===== config.mk =====
export PLATFORM = sky130hd
export DESIGN_NAME = vfp_pixel_tracker
export DESIGN_NICKNAME = d
export VERILOG_FILES = /design/src/rtl/vfp_pixel_tracker.sv
export SDC_FILE = /design/constraint.sdc
export NUM_CORES = 1
export LEC_CHECK = 0
export CORE_MARGIN = 2
export CORE_UTILIZATION = 54
export CTS_CLUSTER_SIZE = 14
export DETAILED_ROUTE_END_ITERATION = 7
export PLACE_DENSITY = 0.9
export SYNTH_ARGS = -nofsm -noshare
export SYNTH_HDL_FRONTEND = slang
export SYNTH_SLANG_ARGS = --single-unit

===== constraint.sdc =====
create_clock -name clk -period 4.2 [get_ports clk]
set_input_delay 0.84 -clock clk [delete_from_list [all_inputs] [get_ports clk]]
set_output_delay 0.84 -clock clk [all_outputs]
set_load 0.02 [all_outputs]

===== src/rtl/vfp_pixel_tracker.sv =====
// Re-registers a raw RGB pixel stream and tags each pixel with x/y coordinates,
// line/frame pulses, a completed-frame count and a sticky sim_done flag.
module vfp_pixel_tracker #(
   parameter int IMG_WIDTH  = 400,
   parameter int IMG_HEIGHT = 300,
   parameter int FRAMES_CNT = 1,
   parameter int DATA_WIDTH = 8
) (
   input  logic                  clk,
   input  logic                  reset,
   input  logic                  i_valid,
   input  logic [DATA_WIDTH-1:0] i_red,
   input  logic [DATA_WIDTH-1:0] i_green,
   input  logic [DATA_WIDTH-1:0] i_blue,
   output logic                  o_valid,
   output logic [DATA_WIDTH-1:0] o_red,
   output logic [DATA_WIDTH-1:0] o_green,
   output logic [DATA_WIDTH-1:0] o_blue,
   output logic [15:0]           o_x_coord,
   output logic [15:0]           o_y_coord,
   output logic                  o_increment_row,
   output logic                  o_frame_done,
   output logic [15:0]           o_frame_count,
   output logic                  o_sim_done,
   output logic [1:0]            o_dbg_state
);

   // Stream handshake: no back-pressure. A pixel is taken on any edge where
   // i_valid=1 and the tracker is not DONE; it shows up on o_* one edge later
   // with o_valid=1. o_valid=0 marks a cycle whose outputs carry no new pixel.

   localparam logic [15:0] X_LAST     = 16'(IMG_WIDTH - 1);
   localparam logic [15:0] Y_LAST     = 16'(IMG_HEIGHT - 1);
   localparam logic [15:0] FRAMES_TGT = 16'(FRAMES_CNT);

   typedef enum logic [1:0] {
      ST_IDLE   = 2'd0,
      ST_ACTIVE = 2'd1,
      ST_DONE   = 2'd2
   } state_t;

   state_t                state_q, state_d;
   logic [15:0]           x_q, x_d, y_q, y_d;
   logic [15:0]           cnt_q, cnt_d, cnt_inc;
   logic                  sd_q, sd_d;
   logic                  valid_q, valid_d;
   logic [DATA_WIDTH-1:0] red_q, red_d, green_q, green_d, blue_q, blue_d;
   logic [15:0]           ox_q, ox_d, oy_q, oy_d;
   logic                  inc_q, inc_d, fd_q, fd_d;
   logic                  accept, last_col, last_pix;

   assign accept   = i_valid && (state_q != ST_DONE);
   assign last_col = (x_q == X_LAST);
   assign last_pix = last_col && (y_q == Y_LAST);
   // Frame count saturates rather than wrapping.
   assign cnt_inc  = (cnt_q == 16'hFFFF) ? cnt_q : cnt_q + 16'd1;

   always_comb begin
      state_d = state_q;
      x_d     = x_q;
      y_d     = y_q;
      cnt_d   = cnt_q;
      sd_d    = sd_q;
      valid_d = 1'b0;
      red_d   = red_q;
      green_d = green_q;
      blue_d  = blue_q;
      ox_d    = ox_q;
      oy_d    = oy_q;
      inc_d   = 1'b0;
      fd_d    = 1'b0;
      if (accept) begin
         valid_d = 1'b1;
         red_d   = i_red;
         green_d = i_green;
         blue_d  = i_blue;
         ox_d    = x_q;
         oy_d    = y_q;
         inc_d   = last_col;
         fd_d    = last_pix;
         state_d = ST_ACTIVE;
         x_d     = last_col ? 16'd0 : x_q + 16'd1;
         if (last_col) begin
            y_d = last_pix ? 16'd0 : y_q + 16'd1;
         end
         if (last_pix) begin
            cnt_d = cnt_inc;
            // The frame that reaches the target count ends the run.
            if (cnt_inc == FRAMES_TGT) begin
               sd_d    = 1'b1;
               state_d = ST_DONE;
            end
         end
      end
   end

   always_ff @(posedge clk) begin
      if (reset) begin
         state_q <= ST_IDLE;
         x_q     <= '0;
         y_q     <= '0;
         cnt_q   <= '0;
         sd_q    <= 1'b0;
         valid_q <= 1'b0;
         red_q   <= '0;
         green_q <= '0;
         blue_q  <= '0;
         ox_q    <= '0;
         oy_q    <= '0;
         inc_q   <= 1'b0;
         fd_q    <= 1'b0;
      end else begin
         state_q <= state_d;
         x_q     <= x_d;
         y_q     <= y_d;
         cnt_q   <= cnt_d;
         sd_q    <= sd_d;
         valid_q <= valid_d;
         red_q   <= red_d;
         green_q <= green_d;
         blue_q  <= blue_d;
         ox_q    <= ox_d;
         oy_q    <= oy_d;
         inc_q   <= inc_d;
         fd_q    <= fd_d;
      end
   end

   assign o_valid         = valid_q;
   assign o_red           = red_q;
   assign o_green         = green_q;
   assign o_blue          = blue_q;
   assign o_x_coord       = ox_q;
   assign o_y_coord       = oy_q;
   assign o_increment_row = inc_q;
   assign o_frame_done    = fd_q;
   assign o_frame_count   = cnt_q;
   assign o_sim_done      = sd_q;
   assign o_dbg_state     = state_q;

endmodule

==> results.py, run 1 <==
metrics = {
    "run_status": {
        "status": "complete, no violations",
    },
    "drt": {
        "routed_via_density": 5.55,
        "ant_nets": 0,
        "first_iter_violations": 151,
        "drc_errors": 0,
        "wl_um": 10900,
        "firstDrtPassIters": 5,
        "vias": 4149,
        "post_drt_wl_per_cell_um": 14.6,
    },
    "logic_synthesis": {
        "yosysTopAreaCell": "dfxtp_1",
        "ys_seq_area_frac": 0.481,
        "yosysWarnings": 0,
        "netlist_area_um2": 4580,
        "syn_area_per_cell_um2": 8.28,
        "syn-num-nets": 583,
        "synth_top_area_share": 0.481,
        "synth_cell_types": 47,
        "ys_top_cells_by_area": "dfxtp_1 (48%), nand2_1 (11%), a21oi_1 (7.1%), xor2_1 (5.2%), nor2_1 (4.0%)",
        "synthCells": 553,
        "ys_ff_latch": 110,
    },
    "setup_path": {
        "crit_required_ps": 4440,
        "start_kind": "input port",
        "cp.arrival_ps": 3000,
        "critPathCaptureType": "flip-flop",
        "critPathKind": "input port to flip-flop",
        "critPathMaxFanout": 11,
    },
    "floorplan": {
        "initial_core_util": 0.557,
        "die_h_um": 96.1,
        "die_area_um2": 9230,
        "die_w_um": 96.1,
        "core_um2": 8220,
        "ios": 105,
        "rows": 33,
    },
    "worst_hold_path": {
        "hold_class": "flip-flop to flip-flop",
    },
    "placement": {
        "dp_cells": 732,
        "port_buffers": 104,
        "place.detailed.hpwl_um": 7520,
        "routabilityCongestion": 0.844,
        "pre_cts_ws_ps": 1070,
    },
    "final_layout": {
        "fin_nets": 668,
        "drive_above_1_share": 0.0467,
        "final_cells": 748,
        "synthToLayoutAreaGrowth_pct": 26.8,
        "diodes": 0,
    },
    "global_route": {
        "grt_use_total": 0.240,
        "antenna_found_initial": 0,
        "grt_start_max_net_pins": 62,
        "grt_first_pass_wirelength_um": 17500,
        "overflow": 0,
        "grt_pass1_vias": 3884,
    },
    "power_and_ir_drop": {
        "peakVddDrop_mv": 0.200,
        "p_leak_nw": 2.02,
        "power_w": 0.00180,
        "powerDensity_nw_per_um2": 310,
    },
    "flow_run": {
        "maxCapViolCount": 0,
    },
    "clock_network": {
        "clk_latency_ps": 370,
        "cts_hold_buffers": 0,
        "root_buffer": "clkbuf_8",
        "cts_tree": "yes",
        "cts.htree.levels": 3,
        "ctsLongestPathBuffers": 2,
        "cts_sinks": 110,
        "postCtsSetupRepairBufs": 0,
        "cts_buffers": 9,
        "post_cts_resized": 0,
        "cts.reportedPaths.clkPinSlew_ps": 110,
    },
    "timing": {
        "tightest_slew_ps": 1130,
        "timing.hold.ws_ps": 457,
        "tns_ps": 0,
        "fin_crit_ps": 2760,
        "slew_headroom": 0.246,
        "rsz0062_at_grt": "false",
        "period_share": 0.658,
        "final_max_slew_viol_count": 0,
        "fin_ws_ps": 1440,
        "fmax_mhz": 362,
        "hold_viol": 0,
        "setup-violations-final": 0,
        "fin_skew_ps": 20.4,
    },
}
## kinds of logic (layout without fill, tap and decap cells)
family                   count (synthesis)  count (layout)  share of synthesized area
buffers and inverters                   35             125                     0.0333
multiplexers                             8               8                     0.0186
adder cells (fa/ha/maj)                  3               3                    0.00820
AO/OA/AOI/OAI                           80              80                     0.0984
XOR/XNOR                                39              39                     0.0746
flip-flops                             110             110                      0.481
AND/OR/NAND/NOR                        278             278                      0.286
## final cells by class
cell class / instances / area (um^2)
Tap cell: 105 / 131
Clock buffer: 12 / 155
Inverter: 3 / 11.3
Sequential cell: 110 / 2200
Clock inverter: 4 / 28.8
Fill cell: 638 / 2410
Timing Repair Buffer: 106 / 1050
Multi-Input combinational cell: 408 / 2230
## critical path, cell delays in order
cell and delay, ps:
clkdlybuf4s50_1 530, nand3_1 400, nor4b_4 770, nand4_1 190, xor2_1 200, nor2_1 60
## cell usage after synthesis (all sizes together)
library cell	n
mux2i	4
nand3	13
a41oi	1
and2	2
inv	3
xor2	27
o2111a	1
a31oi	1
ha	3
dfxtp	110
o21ai	4
o41ai	1
or2	2
nand3b	2
nand2b	2
nor3	14
a2111oi	1
or3	4
and3	10
nor4b	3
and4	3
or4	4
nand4	20
buf	6
nand2	139
a311oi	1
nor2	49
nor4bb	1
nor4	8
o311ai	1
clkbuf	26
a21oi	65
a21bo	1
or4bb	1
mux2	4
o211a	1
a22o	1
xnor2	12
nor3b	1
o2111ai	1
## per-stage QoR
stage	util	instance area, um^2
2_1_floorplan	-	4580
5_1_grt	0.707	5810
4_1_cts	0.707	5810
6_report	0.707	5810
3_3_place_gp	0.684	5620
3_5_place_dp	0.684	5620
## cell usage in the layout, fill, tap and decap left out, types with 7 or more instances in the layout
cell and instances:
dfxtp_1 110, and3_1 10, xor2_1 27, nor2_1 49
nand2_1 138, nand3_1 13, nor3_1 13, clkdlybuf4s50_1 103
xnor2_1 12, nand4_1 20, nor4_1 7, clkbuf_8 11
a21oi_1 65
## worst paths after layout
kind	cells past startpoint	slack [ps]	to	start
worst max-delay path	6	1440	o_frame_count[11]$_SDFFE_PP0P_	i_valid
worst min-delay path	2	460	o_sim_done$_SDFFE_PP0P_	o_sim_done$_SDFFE_PP0P_
worst max register to register	6	1450	o_frame_count[11]$_SDFFE_PP0P_	x_q[4]$_SDFFE_PP0P_
worst min register to register	2	460	o_sim_done$_SDFFE_PP0P_	o_sim_done$_SDFFE_PP0P_
## registers in the layout, summed over array words and instances (netlist names)
register,cells
x_q,16
y_q,16
o_sim_done,1
o_increment_row,1
o_valid,1
o_frame_count,16
o_y_coord,16
o_frame_done,1
o_blue,8
o_red,8
o_x_coord,16
o_dbg_state,2
o_green,8
## routing by layer
metal  part of all wire  wire (um)  GRT usage  up-vias
li1                   -          -          -     2048
met1               0.43       4640      0.298     1918
met2               0.48       5220      0.394      164
met3              0.074        806     0.0587       19
met4              0.022        241      0.106        0
met5                  0          0          0        -
## power breakdown
part | internal (W) | total [W] | switching [W]
clock network | 0.000250 | 0.000601 | 0.000351
registers | 0.00106 | 0.00107 | 0.0000101
logic | 0.0000563 | 0.000129 | 0.0000726
total | 0.00136 | 0.00180 | 0.000434
(Power assumes the default switching activity.)
==> run 2: changes to the inputs <==
CORE_UTILIZATION = 45   (was 54)
PLACE_DENSITY = 0.81   (was 0.9)
clock period = 2.5 ns   (was 4.2 ns; I/O delays follow)
==> run 2 against run 1 <==
Net effect: first-iteration DRC count grew 4.0%; final cell count rose by 7.2%; sequential power up 67%; setup slack lost 1300 ps; wire length increased by 3.7%; sequential share of layout area is 1.6 points lower; non-clock buffer count increased by 26; register-to-register slack got worse by 1300 ps; largest power group unchanged; highest routed layer unchanged.
==> results.py, run 2 (synthesized netlist as in run 1, its figures left out) <==
metrics = {
    "drt": {
        "m1WireLength_um": 4930,
        "met2_length_um": 5510,
        "vias": 4221,
        "post_drt_wl_per_cell_um": 14.1,
        "drc_errors": 0,
        "ant_nets": 0,
        "wl_met3_um": 700,
        "routed_via_density": 5.26,
        "highest_layer": "met4",
        "wl_um": 11300,
        "first_iter_violations": 157,
        "firstDrtPassIters": 5,
    },
    "timing": {
        "hold_viol": 0,
        "setup-violations-final": 0,
        "rsz0062_at_grt": "false",
        "fin_skew_ps": 14.9,
        "tightest_slew_ps": 612,
        "fmax_mhz": 424,
        "final_max_slew_viol_count": 0,
        "slew_headroom": 0.588,
        "tns_ps": 0,
        "period_share": 0.944,
        "fin_ws_ps": 139,
        "fin_crit_ps": 2360,
    },
    "run_status": {
        "status": "complete, no violations",
    },
    "power_and_ir_drop": {
        "power_w": 0.00302,
        "powerDensity_nw_per_um2": 497,
        "p_leak_nw": 2.15,
        "peakVddDrop_mv": 0.277,
    },
    "setup_path": {
        "critPathCaptureType": "flip-flop",
        "crit_path_cell_trace": "nand4_1 > nor4_2 > mux2_2 > a2111oi_2 > o2111ai_1 > nor3b_1",
        "cp.arrival_ps": 2600,
        "cp_num_buf_inv": 0,
        "critPathMaxFanout": 8,
        "path_delay_family": "simple AND/OR/NAND/NOR gates",
        "crit_required_ps": 2740,
        "critPathKind": "flip-flop to flip-flop",
        "crit_path_max_incr_delay_ps": 510,
        "start_kind": "flip-flop",
        "critPathSlowestCell": "dfxtp_1",
    },
    "worst_hold_path": {
        "hold_class": "flip-flop to flip-flop",
    },
    "global_route": {
        "grt_start_max_net_pins": 36,
        "overflow": 0,
        "grt_first_pass_wirelength_um": 19100,
        "antenna_found_initial": 0,
        "grt_use_total": 0.210,
        "grt_pass1_vias": 4167,
    },
    "final_layout": {
        "final_cell_mix": "nand2_1 (138), dfxtp_1 (110), clkdlybuf4s50_1 (103), a21oi_1 (65), nor2_1 (49)",
        "drive_above_1_share": 0.0897,
        "nFillCells": 879,
        "diodes": 0,
        "synthToLayoutAreaGrowth_pct": 32.5,
        "final_core_util": 0.618,
        "fin_nets": 694,
        "final_cells": 802,
        "final_common_cell": "nand2_1",
    },
    "clock_network": {
        "cts.reportedPaths.clkPinSlew_ps": 100,
        "cts.htree.levels": 3,
        "cts_hold_buffers": 0,
        "cts_buffers": 9,
        "clk_latency_ps": 370,
        "cts_tree": "yes",
        "postCtsSetupRepairBufs": 0,
        "post_cts_resized": 0,
        "cts_sinks": 110,
        "ctsLongestPathBuffers": 2,
        "root_buffer": "clkbuf_8",
    },
    "floorplan": {
        "die_w_um": 105,
        "rows": 36,
        "die_h_um": 105,
        "initial_core_util": 0.466,
        "die_area_um2": 11000,
        "core_um2": 9820,
        "ios": 105,
    },
    "placement": {
        "dp_cells": 786,
        "routabilityCongestion": 0.920,
        "port_buffers": 104,
        "place.detailed.hpwl_um": 8310,
        "pre_cts_ws_ps": 95.9,
    },
    "flow_run": {
        "maxCapViolCount": 0,
    },
}
-- run 2: cell types whose count changed in the layout (fill, tap and decap cells not counted), sizes merged --
cell,before,now
buf,3,29
clkbuf,12,10
clkinv,1,0
inv,4,7
-- run 2: worst min-delay path, cell delays in order, from the launching register on --
cell and delay (ps):
dfxtp_1 320, nand2_1 50, a21oi_1 50
-- run 2: metrics by stage --
step,hold slack [ps],instance area (um^2)
2_1_floorplan,452,4580
3_3_place_gp,435,5870
3_5_place_dp,445,5870
4_1_cts,461,6050
5_1_grt,479,6060
6_report,458,6060
-- run 2: area by class of cell --
class / instances / area [um^2] / share of cell area
timing repair buffer: 132 / 1260 / 0.208
clock inverter: 6 / 52.6 / 0.00867
multi-input combinational: 408 / 2250 / 0.370
inverter: 3 / 11.3 / 0.00186
clock buffer: 10 / 128 / 0.0210
sequential: 110 / 2200 / 0.363
tap: 133 / 166 / 0.0274
-- run 2: final timing paths --
| path | from | end | slack (ps) | depth (start not counted) |
|---|---|---|---|---|
| min reg2reg | o_green[7]$_SDFFE_PP0P_ | o_green[7]$_SDFFE_PP0P_ | 460 | 2 |
| min | o_green[7]$_SDFFE_PP0P_ | o_green[7]$_SDFFE_PP0P_ | 460 | 2 |
| max reg2reg | o_frame_count[8]$_SDFFE_PP0P_ | o_dbg_state[0]$_SDFFE_PP0P_ | 140 | 6 |
| max | o_frame_count[8]$_SDFFE_PP0P_ | o_dbg_state[0]$_SDFFE_PP0P_ | 140 | 6 |
-- run 2: report_power, final --
part           total (W)  leakage, nW  switching, W  internal, W
logic           0.000225         1.18      0.000123     0.000102
registers        0.00179        0.891     0.0000159      0.00178
clock network   0.000998       0.0858      0.000617     0.000381
-- run 2: routing by layer --
metal / global-route usage / vias up
met5: 0 / -
met4: 0.0848 / 0
met3: 0.0462 / 18
met2: 0.352 / 116
met1: 0.263 / 1987
li1: - / 2100
